`config.mk`:
```
export PLATFORM = sky130hd
export DESIGN_NAME = cam_line_capture_flat
export DESIGN_NICKNAME = d
export VERILOG_FILES = /design/src/rtl/cam_pkg.sv /design/src/rtl/cam_line_capture_if.sv /design/src/rtl/cam_blank_run_counter.sv /design/src/rtl/cam_line_capture.sv /design/src/flat_wrapper.sv
export SDC_FILE = /design/constraint.sdc
export NUM_CORES = 1
export LEC_CHECK = 0
export CORE_MARGIN = 1.5
export CORE_UTILIZATION = 35
export CTS_CLUSTER_SIZE = 24
export DETAILED_ROUTE_END_ITERATION = 6
export PLACE_DENSITY = 0.53
export SYNTH_ARGS = -nofsm -noshare
export SYNTH_HDL_FRONTEND = slang
export SYNTH_HIERARCHICAL = 1
export SYNTH_SLANG_ARGS = --single-unit
```
`constraint.sdc`:
```
create_clock -name pclk -period 2.9 [get_ports pclk]
set_input_delay 0.58 -clock pclk [delete_from_list [all_inputs] [get_ports pclk]]
set_output_delay 0.58 -clock pclk [all_outputs]
set_load 0.01 [all_outputs]
```
`src/rtl/cam_pkg.sv`:
```
// Shared types and constants for the camera line-capture front end.
// Imported by the run counter, the bus interface and the capture top.
package cam_pkg;

    typedef enum logic [1:0] {
        ST_VBLANK = 2'd0,
        ST_ACTIVE = 2'd1,
        ST_HBLANK = 2'd2
    } cam_state_e;

    localparam int CAM_DW = 6;
    localparam int EBR_AW = 9;
    localparam int EBR_DW = 8;

    localparam logic [CAM_DW-1:0] BLANK_CODE_DEF = 6'h00;

    // Camera samples are narrower than the EBR word; the upper bits are zero.
    function automatic logic [EBR_DW-1:0] pad_pixel(input logic [CAM_DW-1:0] px);
        return {{(EBR_DW - CAM_DW){1'b0}}, px};
    endfunction

endpackage

```
`src/rtl/cam_line_capture_if.sv`:
```
// Camera-side inputs plus EBR write port and line-report outputs of the capture stage.
// The slave modport is the capture block; the master modport is the camera/reader side.
interface cam_line_capture_if;
    import cam_pkg::*;

    logic [CAM_DW-1:0] camD;
    logic              enable;
    logic [EBR_AW-1:0] ebrWAddr;
    logic [EBR_DW-1:0] ebrWData;
    logic              ebrWE;
    logic              hBlankStrobe;
    logic              vBlankStrobe;
    logic              lineReady;
    logic              lineBank;
    logic [EBR_AW-1:0] lineLen;
    logic              lineOvf;
    logic              blankCounterReset;

    modport master (
        output camD,
        output enable,
        input  ebrWAddr,
        input  ebrWData,
        input  ebrWE,
        input  hBlankStrobe,
        input  vBlankStrobe,
        input  lineReady,
        input  lineBank,
        input  lineLen,
        input  lineOvf,
        input  blankCounterReset
    );

    modport slave (
        input  camD,
        input  enable,
        output ebrWAddr,
        output ebrWData,
        output ebrWE,
        output hBlankStrobe,
        output vBlankStrobe,
        output lineReady,
        output lineBank,
        output lineLen,
        output lineOvf,
        output blankCounterReset
    );

endinterface

```
`src/rtl/cam_blank_run_counter.sv`:
```
// Saturating counter of consecutive blank samples with single-cycle threshold hits.
// The hit outputs are combinational on the current sample so the FSM can register its reaction.
module cam_blank_run_counter
    import cam_pkg::*;
#(
    parameter logic [CAM_DW-1:0] BLANK_CODE = BLANK_CODE_DEF,
    parameter int                HBLANK_MIN = 8,
    parameter int                VBLANK_MIN = 512
) (
    input  logic              pclk,
    input  logic              rstn,
    input  logic [CAM_DW-1:0] sample,
    output logic              is_blank,
    output logic              run_start,
    output logic              hblank_hit,
    output logic              vblank_hit
);

    localparam int               RUN_W   = $clog2(VBLANK_MIN + 1);
    localparam logic [RUN_W-1:0] RUN_SAT = RUN_W'(VBLANK_MIN);
    localparam logic [RUN_W-1:0] H_LAST  = RUN_W'(HBLANK_MIN - 1);
    localparam logic [RUN_W-1:0] V_LAST  = RUN_W'(VBLANK_MIN - 1);

    logic [RUN_W-1:0] run_q;
    logic [RUN_W-1:0] run_d;

    always_comb begin
        is_blank = (sample == BLANK_CODE);
        run_d    = '0;
        if (is_blank) begin
            run_d = (run_q == RUN_SAT) ? run_q : run_q + RUN_W'(1);
        end
    end

    always_ff @(posedge pclk or negedge rstn) begin
        if (!rstn) begin
            run_q <= '0;
        end else begin
            run_q <= run_d;
        end
    end

    // Saturation keeps each threshold hit to exactly one sample per run.
    assign run_start  = is_blank && (run_q == '0);
    assign hblank_hit = is_blank && (run_q == H_LAST);
    assign vblank_hit = is_blank && (run_q == V_LAST);

endmodule

```
`src/rtl/cam_line_capture.sv`:
```
// Camera line capture: finds line/frame blanking, writes active pixels into a
// ping-pong pair of 256-byte EBR banks and announces each finished line.
module cam_line_capture
    import cam_pkg::*;
#(
    parameter logic [CAM_DW-1:0] BLANK_CODE = BLANK_CODE_DEF,
    parameter int                HBLANK_MIN = 8,
    parameter int                VBLANK_MIN = 512,
    parameter int                LINE_MAX   = 256
) (
    input  logic               pclk,
    input  logic               rstn,
    cam_line_capture_if.slave  cam
);

    localparam int                IDX_W      = EBR_AW - 1;
    localparam logic [EBR_AW-1:0] LINE_MAX_C = EBR_AW'(LINE_MAX);

    cam_state_e        state_q, state_d;
    logic              bank_q, bank_d;
    logic [EBR_AW-1:0] count_q, count_d;
    logic [EBR_AW-1:0] len_mark_q, len_mark_d;
    logic              ovf_q, ovf_d;

    logic [EBR_AW-1:0] waddr_q, waddr_d;
    logic [EBR_DW-1:0] wdata_q, wdata_d;
    logic              we_q, we_d;
    logic              hstrobe_q, hstrobe_d;
    logic              vstrobe_q, vstrobe_d;
    logic              line_ready_q, line_ready_d;
    logic              line_bank_q, line_bank_d;
    logic [EBR_AW-1:0] line_len_q, line_len_d;
    logic              line_ovf_q, line_ovf_d;
    logic              cnt_clear_q, cnt_clear_d;

    logic is_blank;
    logic run_start;
    logic hblank_hit;
    logic vblank_hit;
    logic line_start;

    cam_blank_run_counter #(
        .BLANK_CODE (BLANK_CODE),
        .HBLANK_MIN (HBLANK_MIN),
        .VBLANK_MIN (VBLANK_MIN)
    ) u_run (
        .pclk       (pclk),
        .rstn       (rstn),
        .sample     (cam.camD),
        .is_blank   (is_blank),
        .run_start  (run_start),
        .hblank_hit (hblank_hit),
        .vblank_hit (vblank_hit)
    );

    // enable only gates the start of a frame; lines inside a frame always restart.
    assign line_start = !is_blank &&
                        ((state_q == ST_HBLANK) ||
                         ((state_q == ST_VBLANK) && cam.enable));

    always_ff @(posedge pclk or negedge rstn) begin
        if (!rstn) begin
            state_q <= ST_VBLANK;
        end else begin
            state_q <= state_d;
        end
    end

    always_comb begin
        state_d = state_q;
        case (state_q)
            ST_VBLANK: begin
                if (line_start) begin
                    state_d = ST_ACTIVE;
                end
            end
            ST_ACTIVE: begin
                if (hblank_hit) begin
                    state_d = ST_HBLANK;
                end
            end
            ST_HBLANK: begin
                if (line_start) begin
                    state_d = ST_ACTIVE;
                end else if (vblank_hit) begin
                    state_d = ST_VBLANK;
                end
            end
            default: begin
                state_d = ST_VBLANK;
            end
        endcase
    end

    always_comb begin
        bank_d       = bank_q;
        count_d      = count_q;
        len_mark_d   = len_mark_q;
        ovf_d        = ovf_q;
        waddr_d      = waddr_q;
        wdata_d      = wdata_q;
        we_d         = 1'b0;
        hstrobe_d    = 1'b0;
        vstrobe_d    = 1'b0;
        line_ready_d = 1'b0;
        line_bank_d  = line_bank_q;
        line_len_d   = line_len_q;
        line_ovf_d   = line_ovf_q;
        cnt_clear_d  = !is_blank;

        if (line_start) begin
            we_d    = 1'b1;
            waddr_d = {bank_q, {IDX_W{1'b0}}};
            wdata_d = pad_pixel(cam.camD);
            count_d = EBR_AW'(1);
            ovf_d   = 1'b0;
        end else if (state_q == ST_ACTIVE) begin
            if (hblank_hit) begin
                // The sample completing the run is not stored; the line is reported from lenMark.
                hstrobe_d    = 1'b1;
                line_ready_d = 1'b1;
                line_bank_d  = bank_q;
                line_len_d   = len_mark_q;
                line_ovf_d   = ovf_q;
                bank_d       = !bank_q;
            end else begin
                if (run_start) begin
                    len_mark_d = count_q;
                end
                if (count_q < LINE_MAX_C) begin
                    we_d    = 1'b1;
                    waddr_d = {bank_q, count_q[IDX_W-1:0]};
                    wdata_d = pad_pixel(cam.camD);
                    count_d = count_q + EBR_AW'(1);
                end else begin
                    ovf_d = 1'b1;
                end
            end
        end else if ((state_q == ST_HBLANK) && vblank_hit) begin
            vstrobe_d = 1'b1;
        end
    end

    always_ff @(posedge pclk or negedge rstn) begin
        if (!rstn) begin
            bank_q       <= 1'b0;
            count_q      <= '0;
            len_mark_q   <= '0;
            ovf_q        <= 1'b0;
            waddr_q      <= '0;
            wdata_q      <= '0;
            we_q         <= 1'b0;
            hstrobe_q    <= 1'b0;
            vstrobe_q    <= 1'b0;
            line_ready_q <= 1'b0;
            line_bank_q  <= 1'b0;
            line_len_q   <= '0;
            line_ovf_q   <= 1'b0;
            cnt_clear_q  <= 1'b0;
        end else begin
            bank_q       <= bank_d;
            count_q      <= count_d;
            len_mark_q   <= len_mark_d;
            ovf_q        <= ovf_d;
            waddr_q      <= waddr_d;
            wdata_q      <= wdata_d;
            we_q         <= we_d;
            hstrobe_q    <= hstrobe_d;
            vstrobe_q    <= vstrobe_d;
            line_ready_q <= line_ready_d;
            line_bank_q  <= line_bank_d;
            line_len_q   <= line_len_d;
            line_ovf_q   <= line_ovf_d;
            cnt_clear_q  <= cnt_clear_d;
        end
    end

    assign cam.ebrWAddr          = waddr_q;
    assign cam.ebrWData          = wdata_q;
    assign cam.ebrWE             = we_q;
    assign cam.hBlankStrobe      = hstrobe_q;
    assign cam.vBlankStrobe      = vstrobe_q;
    assign cam.lineReady         = line_ready_q;
    assign cam.lineBank          = line_bank_q;
    assign cam.lineLen           = line_len_q;
    assign cam.lineOvf           = line_ovf_q;
    assign cam.blankCounterReset = cnt_clear_q;

endmodule

```
`src/flat_wrapper.sv`:
```
// flat-port wrapper written by rule: the top's interface ports become plain ports
module cam_line_capture_flat import cam_pkg::*;
#(
    parameter logic [CAM_DW-1:0] BLANK_CODE = BLANK_CODE_DEF,
    parameter int                HBLANK_MIN = 8,
    parameter int                VBLANK_MIN = 512,
    parameter int                LINE_MAX   = 256
)
  (pclk, rstn, cam_camD, cam_enable, cam_ebrWAddr, cam_ebrWData, cam_ebrWE, cam_hBlankStrobe, cam_vBlankStrobe, cam_lineReady, cam_lineBank, cam_lineLen, cam_lineOvf, cam_blankCounterReset);
  cam_line_capture_if cam_i ();
  input  logic pclk;
  input  logic rstn;
  input wire logic [$bits(cam_i.camD)-1:0] cam_camD;
  input wire logic [$bits(cam_i.enable)-1:0] cam_enable;
  output wire logic [$bits(cam_i.ebrWAddr)-1:0] cam_ebrWAddr;
  output wire logic [$bits(cam_i.ebrWData)-1:0] cam_ebrWData;
  output wire logic [$bits(cam_i.ebrWE)-1:0] cam_ebrWE;
  output wire logic [$bits(cam_i.hBlankStrobe)-1:0] cam_hBlankStrobe;
  output wire logic [$bits(cam_i.vBlankStrobe)-1:0] cam_vBlankStrobe;
  output wire logic [$bits(cam_i.lineReady)-1:0] cam_lineReady;
  output wire logic [$bits(cam_i.lineBank)-1:0] cam_lineBank;
  output wire logic [$bits(cam_i.lineLen)-1:0] cam_lineLen;
  output wire logic [$bits(cam_i.lineOvf)-1:0] cam_lineOvf;
  output wire logic [$bits(cam_i.blankCounterReset)-1:0] cam_blankCounterReset;
  assign cam_i.camD = cam_camD;
  assign cam_i.enable = cam_enable;
  assign cam_ebrWAddr = cam_i.ebrWAddr;
  assign cam_ebrWData = cam_i.ebrWData;
  assign cam_ebrWE = cam_i.ebrWE;
  assign cam_hBlankStrobe = cam_i.hBlankStrobe;
  assign cam_vBlankStrobe = cam_i.vBlankStrobe;
  assign cam_lineReady = cam_i.lineReady;
  assign cam_lineBank = cam_i.lineBank;
  assign cam_lineLen = cam_i.lineLen;
  assign cam_lineOvf = cam_i.lineOvf;
  assign cam_blankCounterReset = cam_i.blankCounterReset;
  cam_line_capture #(.BLANK_CODE(BLANK_CODE), .HBLANK_MIN(HBLANK_MIN), .VBLANK_MIN(VBLANK_MIN), .LINE_MAX(LINE_MAX)) u_core (.pclk(pclk), .rstn(rstn), .cam(cam_i));
endmodule
```
==> summary.md, run 1 <==
| Metric | Value |
|---|---|
| Reg clk slew, reported paths | ~70 ps |
| Clk sinks | 62 |
| Slew Limit Fails | 0 |
| Die area | around 8000 sq um |
| Share of the synthesized area in the top cell type | 57.8% |
| Tot GR Track Use | 14.2% |
| Worst hold slack | 270 ps |
| Worst Path Buf+Inv | 1 |
| Grt total ovfl | 0 |
| Max-cap viol count | 0 |
| Cts-stage hold buffer count | 0 |
| Final antenna-violating net count | 0 |
| RSZ-0062 raised after global routing | false |
| Layout cells sized above 1 | 22.6% |
| TritonCTS clock tree | done |
| Top_reg_cell synth | dfrtp_1 |
| Core Util, Final | 47.4% |
| Post-synth ARST share | between 90% and 100% |
| Final WL | 5.31 mm |
| Area of the multi-input gates | 1070 sq um |
| Die Span X | 90.5 microns |
| Final Non-Filler Cells | 386 |
| Hold WC Path Type | primary input to async pin |
| Outcome | finished clean |
| Top cells by area, synth | dfrtp_1 (58%), mux2_2 (11%), nand2_1 (3.9%), mux2i_1 (2.6%), a21oi_1 (2.4%) |
| Distinct cells, synth | 41 |
| # diodes | 0 |
| Crit path DAT | between 2000 and 3000 ps |
| Number of global-route vias before repair | 1855 |
| Final hold viol count | 0 |
| Vias post-DR | 1855 |
| Synth top cells by count | dfrtp_1 (62), nand2_1 (28), mux2_2 (27) |
| Nets | 296 |
| Rows | 31 |
| Worst Tran Pin Value | 629 ps |
| Worst setup EP type | flip-flop |
| Top-count cell post-synth | dfrtp_1 |
| DR DRC count | 0 |
| Root Buffer | clkbuf_8 |
| Mapped Area | around 2700 sq um |
| Max stage delay on crit path | 460 ps |
| First-pass GRT wire length | 9.11 mm |
| DR iter-0 viols | between 70 and 80 |
| Critical Path Start Type | primary input |
| Via density | around 4.8 |
| Gates resized, CTS repair | 0 |
| Initial Util | 36.6% |
| HPWL after DPL | 3.66 mm |
| Setup bufs post-CTS | 0 |
| Synth Area per Inst | 11.8 sq um |
| FILL cells | approximately 660 |
| CTS max path bufs | 2 |
| Relative slew slack | 58.1% |
| Setup TNS | 0 ps |
| Final period util | between 80% and 90% |
| Top Ports | 42 |
| Cells after Synth | between 200 and 250 |
| Min Clock Period, post-route | between 2000 and 3000 ps |
| Worst Skew | just under 10 ps |
| CP top delay family | simple AND/OR/NAND/NOR gates |
| RePlAce Congestion | 0.740 |
| Ordered cell list for the critical path | clkdlybuf4s50_1, nor4_4, nand3b_1, nor3_1, nor3b_1, and2_1, mux2_2 |
| Peak VDD IR | around 0.21 mV |
| Register bit count reported by yosys | 62 |
| Slowest cell on the critical path | clkdlybuf4s50_1 |
| Critical path type | primary input to flip-flop |
| Sequential cell area | around 1600 sq um |
| Area delta synth->final | 29.6% |
| Register area share after synthesis | 57.8% |
| Post-synth EDFFs | 0 |
| Routed wire per std cell | between 10 and 15 microns |
| Clk_lat worst skew | 330 ps |
| H-tree levels | 3 |
| Pwr Density | approximately 630 nW/um^2 |
| YS warnings | 6 |
| # setup viols final | 0 |
| Cell count after placement | 372 |
| Highest clock rate | 0.396 GHz |
| DRT Pass-1 Iters | 4 |
| Largest net degree at the start of global routing | 38 |
| Max FO, Critical Path | 9 |
| Area leader, netlist | dfrtp_1 |
| Critical path required time | 3110 ps |
| Core Area | ~7300 sq um |
| LEAKAGE | 1.53 nW |
| Port-buffer cells | 39 |
| TritonCTS buffer count | 9 |
| Initial antenna violation count | 0 |
| Die H | 90.5 microns |
[per-stage QoR]
step	cell area (sq um)	power, mW	setup WS, ps
2_1_floorplan	2690	1.27	379
3_3_place_gp	3290	1.47	60.3
3_5_place_dp	3290	1.47	1.52
4_1_cts	3480	2.22	347
5_1_grt	3480	2.32	211
6_report	3480	2.19	376
[kinds of logic after synthesis]
group,Yosys count,synth area share [%]
AOI/OAI and AO/OA,30,6.72
xor gates and xnor gates,4,1.31
adders and majority gates,3,1.40
buffers and inverters,15,2.66
DFF,62,57.8
muxes,34,13.9
other,1,0.140
and+or+nand+nor,78,16.0
[cell type report]
| class | count | share of cell area (%) |
|---|---|---|
| Inverter | 7 | 0.756 |
| Timing Repair Buffer | 53 | 14.8 |
| Sequential cell | 62 | 44.6 |
| Multi-Input combinational cell | 151 | 30.8 |
| Tap cell | 99 | 3.56 |
| Clock inverter | 1 | 0.864 |
| Clock buffer | 13 | 4.57 |
[layout by cell type (no fill, tap or decap), types with 7 or more instances in the layout]
cell              n
nor2_1            9
a21oi_1          13
buf_4            12
clkbuf_8         11
clkdlybuf4s50_1  38
o21ai_0           8
dfrtp_1          62
inv_1             7
mux2_2           27
nand2_1          28
nand3_1           9
mux2i_1           7
[sequential cells by signal (all words and copies together) (netlist names), 2 cells and up]
name / flops
u_core/count_q: 9
u_core/len_mark_q: 9
u_core/cam.ebrWData: 6
u_core/u_run/run_q: 10
u_core/cam.ebrWAddr: 9
u_core/cam.lineLen: 9
u_core/state_q: 2
[routing by layer]
layer | part of all wire (%) | up-vias | global-route usage [%] | routed length (microns)
met5 | 0 | - | 0 | 0
met4 | 1.7 | 0 | 6.75 | 89
met3 | 2.7 | 8 | 3.03 | 144
met2 | 45 | 31 | 21.0 | 2410
met1 | 50 | 898 | 19.7 | 2670
li1 | - | 918 | - | -
[path summary, 6_finish.rpt]
path | from | to | slack [ps] | cells after the start
worst max register to register | u_core/u_run/run_q[0]$_DFFE_PN0P_ | u_core/count_q[5]$_DFFE_PN0P_ | 500 | 7
worst max-delay path | cam_camD[1] | u_core/len_mark_q[5]$_DFFE_PN0P_ | 380 | 7
max in group asynchronous | rstn | u_core/cam.blankCounterReset$_DFF_PN0_ | 2020 | 2
worst min register to register | u_core/bank_q$_DFFE_PN0P_ | u_core/bank_q$_DFFE_PN0P_ | 500 | 1
worst min-delay path | rstn | u_core/cam.ebrWAddr[6]$_DFFE_PN0P_ | 270 | 1
min in group pclk | u_core/bank_q$_DFFE_PN0P_ | u_core/bank_q$_DFFE_PN0P_ | 500 | 1
[where the power goes]
group          internal [mW]  switching (mW)
Sequential             0.979           0.100
Combinational          0.206           0.165
Clock                  0.436           0.304
Total                   1.62           0.568
Power figures use the tool's default switching activity.
==> run 2, diff against run 1 <==
Settings changed: GPL_ROUTABILITY_DRIVEN from default to 0.
==> results of run 2 <==
Final layout, timing and power as in run 1 (identical DEF).
